## src/rtl/divider_arbiter.sv

```systemverilog
// divider_arbiter
//   Shares one multi-cycle divider among NUM_REQ issue lanes. Requests are
//   granted round-robin, operands are registered and the divider is started
//   with a one-cycle divReq pulse. The quotient or remainder comes back with
//   the requester's lane index and tag. The most recent completed operation is
//   remembered, so a repeat of the same operands (e.g. DIV then REM) is answered
//   without touching the divider. flush abandons the in-flight operation.
//
// Ports
//   clk, rst                 clock, asynchronous active-low reset
//   reqValid/reqReady        per-lane request / one-hot grant (combinational)
//   reqDividend/reqDivisor   per-lane operands, lane i at [i*DATA_WIDTH +: DATA_WIDTH]
//   reqIsSigned/reqIsRem     per-lane signed mode / return remainder
//   reqTag                   per-lane tag, lane i at [i*TAG_WIDTH +: TAG_WIDTH]
//   flush                    cancel in-flight op and pending response
//   divReq, divDividend, divDivisor, divIsSigned   divider start and operands
//   divFinished, divQuotient, divRemainder         divider status and results
//   respValid/respReady      response handshake
//   respOwner, respTag, respData                   response payload
module divider_arbiter #(
   parameter int NUM_REQ      = 2,
   parameter int DATA_WIDTH   = 32,
   parameter int TAG_WIDTH    = 6,
   parameter int ENABLE_REUSE = 1
) (
   input  logic                             clk,
   input  logic                             rst,
   input  logic [NUM_REQ-1:0]               reqValid,
   output logic [NUM_REQ-1:0]               reqReady,
   input  logic [NUM_REQ*DATA_WIDTH-1:0]    reqDividend,
   input  logic [NUM_REQ*DATA_WIDTH-1:0]    reqDivisor,
   input  logic [NUM_REQ-1:0]               reqIsSigned,
   input  logic [NUM_REQ-1:0]               reqIsRem,
   input  logic [NUM_REQ*TAG_WIDTH-1:0]     reqTag,
   input  logic                             flush,
   output logic                             divReq,
   output logic [DATA_WIDTH-1:0]            divDividend,
   output logic [DATA_WIDTH-1:0]            divDivisor,
   output logic                             divIsSigned,
   input  logic                             divFinished,
   input  logic [DATA_WIDTH-1:0]            divQuotient,
   input  logic [DATA_WIDTH-1:0]            divRemainder,
   output logic                             respValid,
   input  logic                             respReady,
   output logic [$clog2(NUM_REQ)-1:0]       respOwner,
   output logic [TAG_WIDTH-1:0]             respTag,
   output logic [DATA_WIDTH-1:0]            respData
);

   localparam int IW = $clog2(NUM_REQ);

   typedef enum logic [1:0] {
      IDLE,
      ISSUE,
      WAIT,
      RESP
   } state_t;

   state_t                 state_q, state_d;
   logic [IW-1:0]          rr_ptr_q, rr_ptr_d;

   // Latched operation
   logic [DATA_WIDTH-1:0]  dividend_q, dividend_d;
   logic [DATA_WIDTH-1:0]  divisor_q, divisor_d;
   logic                   signed_q, signed_d;
   logic                   is_rem_q, is_rem_d;
   logic [TAG_WIDTH-1:0]   tag_q, tag_d;
   logic [IW-1:0]          owner_q, owner_d;

   // Response
   logic                   resp_valid_q, resp_valid_d;
   logic [DATA_WIDTH-1:0]  resp_data_q, resp_data_d;
   logic                   div_req_q, div_req_d;

   // Last completed divider operation
   logic                   last_valid_q, last_valid_d;
   logic [DATA_WIDTH-1:0]  last_dividend_q, last_dividend_d;
   logic [DATA_WIDTH-1:0]  last_divisor_q, last_divisor_d;
   logic                   last_signed_q, last_signed_d;
   logic [DATA_WIDTH-1:0]  last_quo_q, last_quo_d;
   logic [DATA_WIDTH-1:0]  last_rem_q, last_rem_d;

   // Round-robin winner
   logic [IW-1:0]          win_idx;
   logic                   win_found;
   int unsigned            scan_idx;

   // Winning lane's request fields
   logic [DATA_WIDTH-1:0]  sel_dividend, sel_divisor;
   logic                   sel_signed, sel_rem;
   logic [TAG_WIDTH-1:0]   sel_tag;
   logic                   accept, reuse_hit;

   // Search begins at rr_ptr_q and wraps; first valid lane wins.
   always_comb begin
      win_idx   = '0;
      win_found = 1'b0;
      scan_idx  = 0;
      for (int unsigned k = 0; k < NUM_REQ; k++) begin
         scan_idx = 32'(rr_ptr_q) + k;
         if (scan_idx >= 32'(NUM_REQ)) begin
            scan_idx = scan_idx - 32'(NUM_REQ);
         end
         if (!win_found && reqValid[IW'(scan_idx)]) begin
            win_found = 1'b1;
            win_idx   = IW'(scan_idx);
         end
      end
   end

   always_comb begin
      sel_dividend = reqDividend[32'(win_idx)*DATA_WIDTH +: DATA_WIDTH];
      sel_divisor  = reqDivisor[32'(win_idx)*DATA_WIDTH +: DATA_WIDTH];
      sel_signed   = reqIsSigned[win_idx];
      sel_rem      = reqIsRem[win_idx];
      sel_tag      = reqTag[32'(win_idx)*TAG_WIDTH +: TAG_WIDTH];
      reuse_hit    = (ENABLE_REUSE != 0) && last_valid_q &&
                     (sel_dividend == last_dividend_q) &&
                     (sel_divisor == last_divisor_q) &&
                     (sel_signed == last_signed_q);
   end

   always_comb begin
      state_d         = state_q;
      rr_ptr_d        = rr_ptr_q;
      dividend_d      = dividend_q;
      divisor_d       = divisor_q;
      signed_d        = signed_q;
      is_rem_d        = is_rem_q;
      tag_d           = tag_q;
      owner_d         = owner_q;
      resp_data_d     = resp_data_q;
      last_valid_d    = last_valid_q;
      last_dividend_d = last_dividend_q;
      last_divisor_d  = last_divisor_q;
      last_signed_d   = last_signed_q;
      last_quo_d      = last_quo_q;
      last_rem_d      = last_rem_q;
      reqReady        = '0;
      accept          = 1'b0;

      // Grant only in IDLE, outside flush and reset.
      if (rst && !flush && (state_q == IDLE) && win_found) begin
         reqReady[win_idx] = 1'b1;
         accept            = 1'b1;
      end

      case (state_q)
         IDLE: begin
            if (accept) begin
               dividend_d = sel_dividend;
               divisor_d  = sel_divisor;
               signed_d   = sel_signed;
               is_rem_d   = sel_rem;
               tag_d      = sel_tag;
               owner_d    = win_idx;
               rr_ptr_d   = (win_idx == IW'(NUM_REQ - 1)) ? '0 : win_idx + 1'b1;
               if (reuse_hit) begin
                  resp_data_d = sel_rem ? last_rem_q : last_quo_q;
                  state_d     = RESP;
               end else begin
                  state_d = ISSUE;
               end
            end
         end
         ISSUE: state_d = WAIT;
         WAIT: begin
            // A result arriving together with flush is discarded entirely.
            if (divFinished && !flush) begin
               resp_data_d     = is_rem_q ? divRemainder : divQuotient;
               last_valid_d    = 1'b1;
               last_dividend_d = dividend_q;
               last_divisor_d  = divisor_q;
               last_signed_d   = signed_q;
               last_quo_d      = divQuotient;
               last_rem_d      = divRemainder;
               state_d         = RESP;
            end
         end
         RESP: begin
            if (respReady) begin
               state_d = IDLE;
            end
         end
         default: state_d = IDLE;
      endcase

      if (flush) begin
         state_d = IDLE;
      end

      resp_valid_d = (state_d == RESP);
      div_req_d    = (state_d == ISSUE);
   end

   always_ff @(posedge clk or negedge rst) begin
      if (!rst) begin
         state_q         <= IDLE;
         rr_ptr_q        <= '0;
         dividend_q      <= '0;
         divisor_q       <= '0;
         signed_q        <= 1'b0;
         is_rem_q        <= 1'b0;
         tag_q           <= '0;
         owner_q         <= '0;
         resp_valid_q    <= 1'b0;
         resp_data_q     <= '0;
         div_req_q       <= 1'b0;
         last_valid_q    <= 1'b0;
         last_dividend_q <= '0;
         last_divisor_q  <= '0;
         last_signed_q   <= 1'b0;
         last_quo_q      <= '0;
         last_rem_q      <= '0;
      end else begin
         state_q         <= state_d;
         rr_ptr_q        <= rr_ptr_d;
         dividend_q      <= dividend_d;
         divisor_q       <= divisor_d;
         signed_q        <= signed_d;
         is_rem_q        <= is_rem_d;
         tag_q           <= tag_d;
         owner_q         <= owner_d;
         resp_valid_q    <= resp_valid_d;
         resp_data_q     <= resp_data_d;
         div_req_q       <= div_req_d;
         last_valid_q    <= last_valid_d;
         last_dividend_q <= last_dividend_d;
         last_divisor_q  <= last_divisor_d;
         last_signed_q   <= last_signed_d;
         last_quo_q      <= last_quo_d;
         last_rem_q      <= last_rem_d;
      end
   end

   assign divReq      = div_req_q;
   assign divDividend = dividend_q;
   assign divDivisor  = divisor_q;
   assign divIsSigned = signed_q;
   assign respValid   = resp_valid_q;
   assign respOwner   = owner_q;
   assign respTag     = tag_q;
   assign respData    = resp_data_q;

endmodule
```

## config.mk

```make
export PLATFORM = sky130hd
export DESIGN_NAME = divider_arbiter
export DESIGN_NICKNAME = d
export VERILOG_FILES = /design/src/rtl/divider_arbiter.sv
export SDC_FILE = /design/constraint.sdc
export NUM_CORES = 1
export LEC_CHECK = 0
export CAP_MARGIN = 0
export CORE_UTILIZATION = 49
export DETAILED_ROUTE_END_ITERATION = 10
export HOLD_SLACK_MARGIN = 0.12
export MAX_ROUTING_LAYER = met4
export PLACE_DENSITY = 0.89
export SLEW_MARGIN = 5
export SYNTH_ARGS = -nofsm -noshare
export SYNTH_HDL_FRONTEND = slang
export SYNTH_SLANG_ARGS = --single-unit
```

## constraint.sdc

```tcl
create_clock -name clk -period 3.6 [get_ports clk]
set_input_delay 0.36 -clock clk [delete_from_list [all_inputs] [get_ports clk]]
set_output_delay 0.36 -clock clk [all_outputs]
set_load 0.01 [all_outputs]
```

==> impl_metrics.env, run 1 <==
export IMPL_area_delta_synth_final_pct=39.51
export IMPL_layout_drive_gt1_share_pct=16.80
export IMPL_wire_per_inst_um=21.91
export IMPL_yosysWarnings=0
export IMPL_async_flop_share_pct=100.0
export IMPL_avgSynthCellArea_um2=10.29
export IMPL_grt_pass1_wl_um=62650
export IMPL_synth_top_cell_by_area="dfrtp_1"
export IMPL_yosys_top_cells_area="dfrtp_1 (50%), mux2_2 (11%), nand2_1 (5.8%)"
export IMPL_grt_pass1_vias=11161
export IMPL_ys_ff_latch=240
export IMPL_worstPathCellList="nand2b_1 > buf_12 > nand2_2 > o31a_1 > a2111oi_0 > nand4_1 > nor4_2 > buf_4 > a21oi_4 > buf_12 > mux2_4"
export IMPL_min_period_ns=3.424
export IMPL_grt_total_usage_pct=32.71
export IMPL_rsz0062_at_grt="false"
export IMPL_clk_pin_slew_ns=0.06
export IMPL_clk_path_buf_depth=3
export IMPL_start_kind="flip-flop"
export IMPL_ff2ff_setup_slack_ns=0.18
export IMPL_required_ns=4.00
export IMPL_fillers=1747
export IMPL_drc=0
export IMPL_worst_pin_slew_ns=1.184
export IMPL_drt_wl_total_um=40290
export IMPL_finClkSkew_ns=0.02865
export IMPL_hold_viol=0
export IMPL_dr_pass1_iters=6
export IMPL_slew_violations=0
export IMPL_vias=11030
export IMPL_hp_class="input port to async pin"
export IMPL_slew_headroom_pct=21.06
export IMPL_ir_worst_vdd_uv=359.0
export IMPL_post_cts_resized=0
export IMPL_syn_area_um2=12060
export IMPL_antenna_left=0
export IMPL_clock_sinks=240
export IMPL_crit_type="flip-flop to flip-flop"
export IMPL_die_y_um=158.9
export IMPL_globalRouteOverflowTotal=0
export IMPL_outcome="completed"
export IMPL_via_per_inst=5.998
export IMPL_crit_slowest_cell="a2111oi_0"
export IMPL_fin_nets=1707
export IMPL_placementRows=57
export IMPL_timing_final_crit_share_pct=95.10
export IMPL_synth_top_area_share_pct=49.80
export IMPL_h_tree_depth=1
export IMPL_cts_tree="done"
export IMPL_synth_edf_count=0
export IMPL_cpPeakStageDelay_ns=0.63
export IMPL_start_util_pct=49.74
export IMPL_dp_hpwl_um=29080
export IMPL_power_density_nw_per_um2=660.7
export IMPL_drtIter0Drc=1178
export IMPL_max_freq_mhz=292.1
export IMPL_synth_nets=1387
export IMPL_insertion_delay_ns=0.54
export IMPL_die_area_um2=25240
export IMPL_path_common_cell="buf_12"
export IMPL_cts_buffers=26
export IMPL_setup_viol=0
export IMPL_whs_ns=0.2178
export IMPL_fp_coreArea_um2=24250
export IMPL_ioPinCount=323
export IMPL_ys_seq_area_share_pct=49.80
export IMPL_finalSetupTns_ns=0
export IMPL_cp_arrival_ns=3.82
export IMPL_globalplace_congestion=0.9605
export IMPL_synth_main_ff_cell="dfrtp_1"
export IMPL_yosysMostFrequentCell="dfrtp_1"
export IMPL_setup_worst_path_end_class="flip-flop"
export IMPL_p_leak_nw=7.185
export IMPL_cts_root_buffer="clkbuf_16"
export IMPL_maxCapViolCount=0
export IMPL_antenna_found_initial=2
export IMPL_cp_max_fo=21
export IMPL_netlist_top_cells_count="dfrtp_1 (240), nand2_1 (185), mux2_2 (113)"
export IMPL_grt_max_degree=99
export IMPL_ys_types=60
export IMPL_synthCells=1172
export IMPL_fp_dieW_um=158.9
export IMPL_portBuffers=322
[layer usage]
| layer | track usage [%] | share of wire, % | vias to the layer above |
|---|---|---|---|
| met5 | - | 0 | - |
| met4 | 13.68 | 4.4 | 0 |
| met3 | 7.524 | 10 | 126 |
| met2 | 52.13 | 48 | 653 |
| met1 | 40.10 | 38 | 5414 |
| li1 | - | - | 4837 |
[critical path: cells and delay by family, from the launching register on]
family,cells,cell delay (ns)
AND/OR/NAND/NOR,4,0.93
multiplexers,1,0.30
buffers and inverters,3,0.54
AO/OA/AOI/OAI,3,1.11
flip-flops,1,0.39
[sequential cells by signal, indices dropped and copies added (netlist names), 2 cells and up]
name / count
last_divisor_q: 32
state_q: 2
respTag: 6
respData: 32
last_rem_q: 32
divDivisor: 32
last_quo_q: 32
last_dividend_q: 32
divDividend: 32
[area by class of cell]
type                       count  area (um^2)  area share, %
inverter                      35        131.4         0.7808
antenna                        3        7.507        0.04462
sequential                   240         6007          35.70
clock buffer                  35        765.7          4.551
timing repair buffer         370         3661          21.76
clock inverter                13        215.2          1.279
multi-input combinational    819         5632          33.47
tap                          324        405.4          2.409
[metrics by stage]
step                      area, um^2  setup slack [ns]  utilization, %  power (mW)  cells
final                          16820            0.1765           69.39       11.12   1839
after global routing           16820           0.05636           69.38       11.61   1838
after CTS                      16820            0.3482           69.36       11.10   1836
after detailed placement       15830          -0.08499           65.27       8.048   1787
after global placement         15830          -0.02954           65.27       7.885   1787
after floorplan                12060            0.7995               -       6.195   1172
[final timing paths]
check | from | endpoint | cells after the start
max in group asynchronous | rst | last_divisor_q[27]$_DFFE_PN0P_ | 4
min reg2reg | last_valid_q$_DFFE_PN0P_ | last_valid_q$_DFFE_PN0P_ | 1
min in group clk | reqTag[10] | respTag[4]$_DFFE_PN0P_ | 3
min | rst | last_quo_q[25]$_DFFE_PN0P_ | 2
max | rr_ptr_q$_DFFE_PN0P_ | respData[18]$_DFFE_PN0P_ | 11
max reg2reg | rr_ptr_q$_DFFE_PN0P_ | respData[18]$_DFFE_PN0P_ | 11
[logic make-up (layout without fill, tap and decap cells)]
| group | count (synthesis) | after routing | synth area share [%] |
|---|---|---|---|
| mux | 162 | 162 | 15.88 |
| xor+xnor | 36 | 36 | 2.614 |
| compound gates | 264 | 264 | 14.36 |
| buf+inv | 113 | 453 | 3.932 |
| other cells | 0 | 3 | 0 |
| simple gates | 357 | 357 | 13.41 |
| flops | 240 | 240 | 49.80 |
[cell usage in the layout (no fill, tap or decap), types with 13 or more instances in the layout]
cell type / count
clkdlybuf4s50_1: 320
dfrtp_1: 239
nand2_1: 184
mux2_2: 113
a31oi_1: 79
o21ai_0: 60
nor2_1: 56
nor2b_1: 41
buf_4: 41
a211oi_1: 35
inv_1: 34
mux2_4: 30
clkbuf_16: 27
nand3_1: 26
xor2_1: 25
mux2i_1: 16
a21oi_1: 16
o22ai_1: 13
[power by group]
group | internal [mW] | switching [mW] | leakage, nW
clock network | 1.91 | 1.10 | 0.490
registers | 3.66 | 0.850 | 2.92
logic | 2.04 | 1.55 | 3.77
[repair_timing]
item	CTS	global route
endpoints found under the hold margin	13	0
hold buffers	1	0
setup buffers	0	0
setup endpoints to repair	0	0
Power figures use the tool's default switching activity.
==> run 2: changes to the inputs <==
Settings changed: ABC_AREA set to 1, CORE_UTILIZATION 49 to 51, CTS_BUF_LIST set to sky130_fd_sc_hd__clkbuf_8, PLACE_DENSITY 0.89 to not set, PLACE_DENSITY_LB_ADDON set to 0.3.
==> run 2 against run 1 <==
First-iteration DRC count down 5.2%. Worst setup slack better by 0.16 ns. Via count rose by 8.7%. Power fell by 9.7%. Die area is 1.9% lower. Utilization rose by 1.8 points. Fmax increased by 4.8%. Wire length down 7.3%. Synthesized area is 2.1% higher. Non-clock buffer count shrank 20. Critical path type is now input port to output pin. Largest cell class unchanged.
==> impl_metrics.env, run 2 <==
export IMPL_maxCapViolCount=0
export IMPL_vias=11995
export IMPL_finalSetupTns_ns=0
export IMPL_ff2ff_setup_slack_ns=0.67
export IMPL_yosysMostFrequentCell="nand2_1"
export IMPL_placementRows=56
export IMPL_finClkSkew_ns=0.02316
export IMPL_worstPathCellList="dlygate4sd3_1 > buf_8 > inv_1 > nor2_1 > nand3_2 > nor2_1 > clkdlybuf4s50_1"
export IMPL_slew_headroom_pct=31.90
export IMPL_cp_max_fo=31
export IMPL_clock_sinks=240
export IMPL_start_util_pct=52.31
export IMPL_portBuffers=322
export IMPL_syn_area_um2=12310
export IMPL_die_y_um=157.4
export IMPL_cpPeakStageDelay_ns=0.65
export IMPL_fp_coreArea_um2=23540
export IMPL_dr_pass1_iters=6
export IMPL_hp_class="input port to async pin"
export IMPL_grt_total_usage_pct=31.32
export IMPL_r2r_start="rr_ptr_q$_DFFE_PN0P_"
export IMPL_wire_per_inst_um=16.68
export IMPL_final_cell_mix="nand2_1 (543), clkdlybuf4s50_1 (320), dfrtp_1 (240)"
export IMPL_timing_final_crit_share_pct=90.74
export IMPL_fp_dieW_um=157.4
export IMPL_fillers=1848
export IMPL_clk_pin_slew_ns=0.06
export IMPL_insertion_delay_ns=0.55
export IMPL_slew_violations=0
export IMPL_rsz0062_at_grt="false"
export IMPL_min_period_ns=3.267
export IMPL_avgSynthCellArea_um2=7.809
export IMPL_ys_seq_area_share_pct=48.77
export IMPL_ioPinCount=323
export IMPL_synthXorXnorAreaFrac_pct=0
export IMPL_synth_top_area_share_pct=48.77
export IMPL_final_util_pct=71.22
export IMPL_globalplace_congestion=0.8898
export IMPL_drtIter0Drc=1117
export IMPL_path_common_cell="nor2_1"
export IMPL_cts_tree="done"
export IMPL_grt_pass1_vias=11582
export IMPL_die_area_um2=24770
export IMPL_setup_worst_path_end_class="output pin"
export IMPL_antenna_found_initial=5
export IMPL_synth_top_cell_by_area="dfrtp_1"
export IMPL_drc=0
export IMPL_area_delta_synth_final_pct=36.16
export IMPL_grt_pass1_wl_um=58880
export IMPL_via_per_inst=5.360
export IMPL_power_density_nw_per_um2=598.4
export IMPL_cts_buffers=42
export IMPL_ys_ff_latch=240
export IMPL_r2r_cells=17
export IMPL_synth_top_family_by_area="simple AND/OR/NAND/NOR gates"
export IMPL_synth_main_ff_cell="dfrtp_1"
export IMPL_hold_viol=0
export IMPL_crit_slowest_cell="clkdlybuf4s50_1"
export IMPL_layout_drive_gt1_share_pct=8.359
export IMPL_h_tree_depth=2
export IMPL_cts_root_buffer="clkbuf_8"
export IMPL_synth_nets=1792
export IMPL_synth_compound_area_share_pct=10.10
export IMPL_async_flop_share_pct=100.0
export IMPL_yosysWarnings=0
export IMPL_ys_types=21
export IMPL_netlist_top_cells_count="nand2_1 (543), dfrtp_1 (240), inv_1 (157)"
export IMPL_grt_max_degree=134
export IMPL_synthCells=1577
export IMPL_dp_hpwl_um=25900
export IMPL_cp_arrival_ns=2.91
export IMPL_antenna_left=0
export IMPL_outcome="completed"
export IMPL_setup_viol=0
export IMPL_clk_path_buf_depth=3
export IMPL_ir_worst_vdd_uv=310.2
export IMPL_synthAdderAreaFrac_pct=0
export IMPL_max_freq_mhz=306.1
export IMPL_synth_mux_area_share_pct=5.578
export IMPL_crit_type="input port to output pin"
export IMPL_post_cts_resized=0
export IMPL_p_leak_nw=8.150
export IMPL_required_ns=3.24
export IMPL_fin_nets=2096
export IMPL_start_kind="input port"
export IMPL_drt_wl_total_um=37330
export IMPL_worst_pin_slew_ns=1.022
export IMPL_layout_commonest_cell="nand2_1"
export IMPL_yosys_top_cells_area="dfrtp_1 (49%), nand2_1 (17%), nand3_1 (6.2%)"
export IMPL_synth_edf_count=0
export IMPL_yosys_area_share_simple_pct=27.19
export IMPL_globalRouteOverflowTotal=0
export IMPL_r2r_end="respData[16]$_DFFE_PN0P_"
run 2: repair_timing:
item | 4_1_cts | 5_1_grt
setup endpoints to repair | 0 | 0
setup buffers | 0 | 0
hold buffers | 1 | 0
hold endpoints to repair | 28 | 0
run 2: stage by stage:
| step | hold WS (ns) | worst slack (ns) | cells | area, um^2 | power (mW) |
|---|---|---|---|---|---|
| after CTS | 0.2536 | 0.3583 | 2233 | 16750 | 10.08 |
| final | 0.2585 | 0.3334 | 2238 | 16770 | 10.03 |
| after detailed placement | 0.2340 | 0.1907 | 2155 | 15800 | 7.249 |
| after global placement | 0.2305 | 0.2808 | 2155 | 15800 | 7.125 |
| after floorplan | 0.06441 | 1.683 | 1577 | 12310 | 5.730 |
| after global routing | 0.2921 | 0.1531 | 2238 | 16770 | 10.65 |
run 2: critical path, delay by kind of cell:
kind / cells / cell delay (ns)
AND/OR/NAND/NOR: 3 / 0.97
buffers and inverters: 4 / 1.55
run 2: cells by family after synthesis:
logic type	after synthesis
buffers and inverters	249
AOI/OAI and AO/OA	231
DFF	240
and+or+nand+nor	796
muxes	61
run 2: worst max-delay path by stage:
stage	from	endpoint	cells after the start
after floorplan	rr_ptr_q$_DFFE_PN0P_	respData[10]$_DFFE_PN0P_	18
after global placement	reqValid[0]	respData[20]$_DFFE_PN0P_	17
after detailed placement	reqValid[0]	respData[13]$_DFFE_PN0P_	17
after CTS	rst	reqReady[1]	7
after global routing	rst	reqReady[1]	7
final	rst	reqReady[1]	7
run 2: layout make-up:
cell class | count | area (um^2) | share of cell area (%)
multi-input combinational | 1088 | 5300 | 31.61
timing repair buffer | 350 | 3511 | 20.94
tap | 319 | 399.1 | 2.380
inverter | 159 | 598.1 | 3.567
antenna | 5 | 12.51 | 0.07462
clock inverter | 26 | 239.0 | 1.425
sequential | 240 | 6006 | 35.82
clock buffer | 51 | 701.9 | 4.186
run 2: metal layers:
layer | global-route usage [%] | vias up | share of wire (%)
li1 | - | 5717 | -
met1 | 40.48 | 5601 | 42
met2 | 46.94 | 564 | 45
met3 | 5.479 | 113 | 8.1
met4 | 16.92 | 0 | 5.0
met5 | - | - | 0
run 2: power breakdown:
part | internal (mW) | switching, mW
combinational | 1.60 | 1.54
sequential | 3.55 | 0.559
clock | 1.64 | 1.15
==> run 3: changes to the inputs <==
Settings changed: GPL_TIMING_DRIVEN set to 0.
==> run 3 against run 2 <==
Worst setup slack gained 0.11 ns. Non-clock buffer count grew 74. Register-to-register slack lost 0.11 ns. Sequential share of layout area shrank 0.39 points. Via count grew 8.6%. Largest power group unchanged. Critical path depth grew 4. Critical endpoint is now reqReady[0]. Power shrank 2.7%. Utilization grew 0.79 points. Worst hold slack lost 0.17 ns. Final cell count grew 3.1%. Clock skew grew 0.022 ns.
==> impl_metrics.env, run 3 (synthesis results as in run 2) <==
export IMPL_outcome="completed"
export IMPL_start_util_pct=52.31
export IMPL_grt_total_usage_pct=37.21
export IMPL_antenna_found_initial=8
export IMPL_maxCapViolCount=0
export IMPL_hold_viol=0
export IMPL_dp_hpwl_um=31200
export IMPL_power_switching_mw=3.365
export IMPL_pwr_share_seq_pct=42.1
export IMPL_crit_type="input port to output pin"
export IMPL_share_comb_of_total_power_pct=33.5
export IMPL_cts_tree="done"
export IMPL_finClkSkew_ns=0.04498
export IMPL_wire_per_inst_um=19.27
export IMPL_fin_nets=2169
export IMPL_layout_commonest_cell="nand2_1"
export IMPL_setup_viol=0
export IMPL_post_cts_buffers=0
export IMPL_grt_pass1_vias=12926
export IMPL_ir_worst_vdd_uv=387.6
export IMPL_worst_pin_slew_ns=0.9623
export IMPL_dp_cells=2220
export IMPL_drt_wl_total_um=44460
export IMPL_start_kind="input port"
export IMPL_die_area_um2=24770
export IMPL_drc=0
export IMPL_cts_root_buffer="clkbuf_8"
export IMPL_via_per_inst=5.647
export IMPL_p_leak_nw=8.181
export IMPL_clkPwrFrac_pct=24.4
export IMPL_dr_pass1_iters=7
export IMPL_placementRows=56
export IMPL_grt_use_met3_pct=6.883
export IMPL_area_delta_synth_final_pct=37.67
export IMPL_max_freq_mhz=316.4
export IMPL_die_y_um=157.4
export IMPL_clock_sinks=240
export IMPL_final_cell_area_um2=16950
export IMPL_portBuffers=322
export IMPL_fp_dieW_um=157.4
export IMPL_globalplace_congestion=0.9480
export IMPL_grt_busiest_layer="met2"
export IMPL_grt_pass1_wl_um=68010
export IMPL_rsz0062_at_grt="false"
export IMPL_vias=13027
export IMPL_drtIter0Drc=1106
export IMPL_slew_violations=0
export IMPL_cp_arrival_ns=2.80
export IMPL_min_period_ns=3.160
export IMPL_power_density_nw_per_um2=576.1
export IMPL_timing_final_crit_share_pct=87.79
export IMPL_clk_pin_slew_ns=0.06
export IMPL_globalRouteOverflowTotal=0
export IMPL_fp_coreArea_um2=23540
export IMPL_layout_drive_gt1_share_pct=8.085
export IMPL_antenna_left=0
export IMPL_layoutNonFillerInstCount=2307
export IMPL_grt_max_degree=104
export IMPL_h_tree_depth=2
export IMPL_cts_buffers=41
export IMPL_insertion_delay_ns=0.57
export IMPL_ioPinCount=323
export IMPL_gr_usage_met2_pct=57.12
export IMPL_hp_class="input port to async pin"
export IMPL_setup_worst_path_end_class="output pin"
export IMPL_clk_path_buf_depth=3
export IMPL_required_ns=3.24
export IMPL_cp_max_fo=103
export IMPL_use_met1_pct=46.28
export IMPL_power_switching_fraction_pct=34.46
export IMPL_slew_headroom_pct=35.63
export IMPL_intPower_mw=6.402
export IMPL_final_cell_mix="nand2_1 (543), clkdlybuf4s50_1 (321), dfrtp_1 (240)"
export IMPL_dpl_cell_area_um2=16000
==> run 3: routing by layer <==
layer	wire length, um	up-vias
li1	-	5855
met1	17260	6193
met2	20000	807
met3	4718	172
met4	2484	0
met5	0	-
==> run 3: power groups by stage <==
stage,logic (mW),clock network [mW],registers [mW]
2_1_floorplan,1.59,0,4.14
3_3_place_gp,3.09,0,4.09
3_5_place_dp,3.19,0,4.12
4_1_cts,3.24,2.38,4.09
5_1_grt,3.59,2.51,4.20
6_report,3.27,2.38,4.12
==> run 3: metrics by stage <==
| stage | hold slack, ns | setup TNS (ns) | utilization [%] | setup slack [ns] | power, mW |
|---|---|---|---|---|---|
| 2_1_floorplan | 0.06441 | 0 | - | 1.683 | 5.730 |
| 3_3_place_gp | 0.4362 | -2772.90 | 67.69 | -8.169 | 7.174 |
| 3_5_place_dp | 0.2605 | -4.572 | 67.95 | -0.2604 | 7.310 |
| 4_1_cts | 0.1200 | 0 | 71.91 | 0.4872 | 9.707 |
| 5_1_grt | 0.1608 | 0 | 72.00 | 0.2679 | 10.30 |
| 6_report | 0.09289 | 0 | 72.01 | 0.4397 | 9.767 |
==> run 3: path summary, 6_finish.rpt <==
path | from | end | slack (ns) | cells after the start
hold / removal | rst | last_divisor_q[30]$_DFFE_PN0P_ | 0.09 | 5
max in group asynchronous | rst | last_divisor_q[23]$_DFFE_PN0P_ | 2.22 | 5
hold reg to reg | last_valid_q$_DFFE_PN0P_ | last_valid_q$_DFFE_PN0P_ | 0.46 | 2
setup / recovery | rst | reqReady[0] | 0.44 | 11
min in group clk | reqTag[8] | respTag[2]$_DFFE_PN0P_ | 0.39 | 3
setup reg to reg | state_q[1]$_DFF_PN0_ | respData[12]$_DFFE_PN0P_ | 0.56 | 8
==> run 3: area by class of cell <==
class | count | area (um^2)
clock buffer | 49 | 674.4
antenna | 9 | 22.52
fill | 1869 | 6590
tap | 319 | 399.1
inverter | 159 | 596.8
sequential | 240 | 6006
clock inverter | 19 | 91.34
buffer | 90 | 432.9
multi-input combinational | 1088 | 5289
timing repair buffer | 334 | 3441
==> run 3: repair_timing <==
action                                 in CTS  in global routing
resized for setup                           3                  0
endpoints found under the hold margin      61                  0
setup endpoints to repair                   2                  0
hold buffers                               10                  0
==> run 3: worst max-delay path, cell delays in order <==
cell and delay [ns]:
buf_8 0.08, buf_12 0.09, buf_12 0.10, buf_16 0.11
buf_16 0.35, inv_1 0.08, nor2_1 0.10, nand3_1 0.09
clkbuf_1 0.34, nor2_2 0.38, clkdlybuf4s50_1 0.61
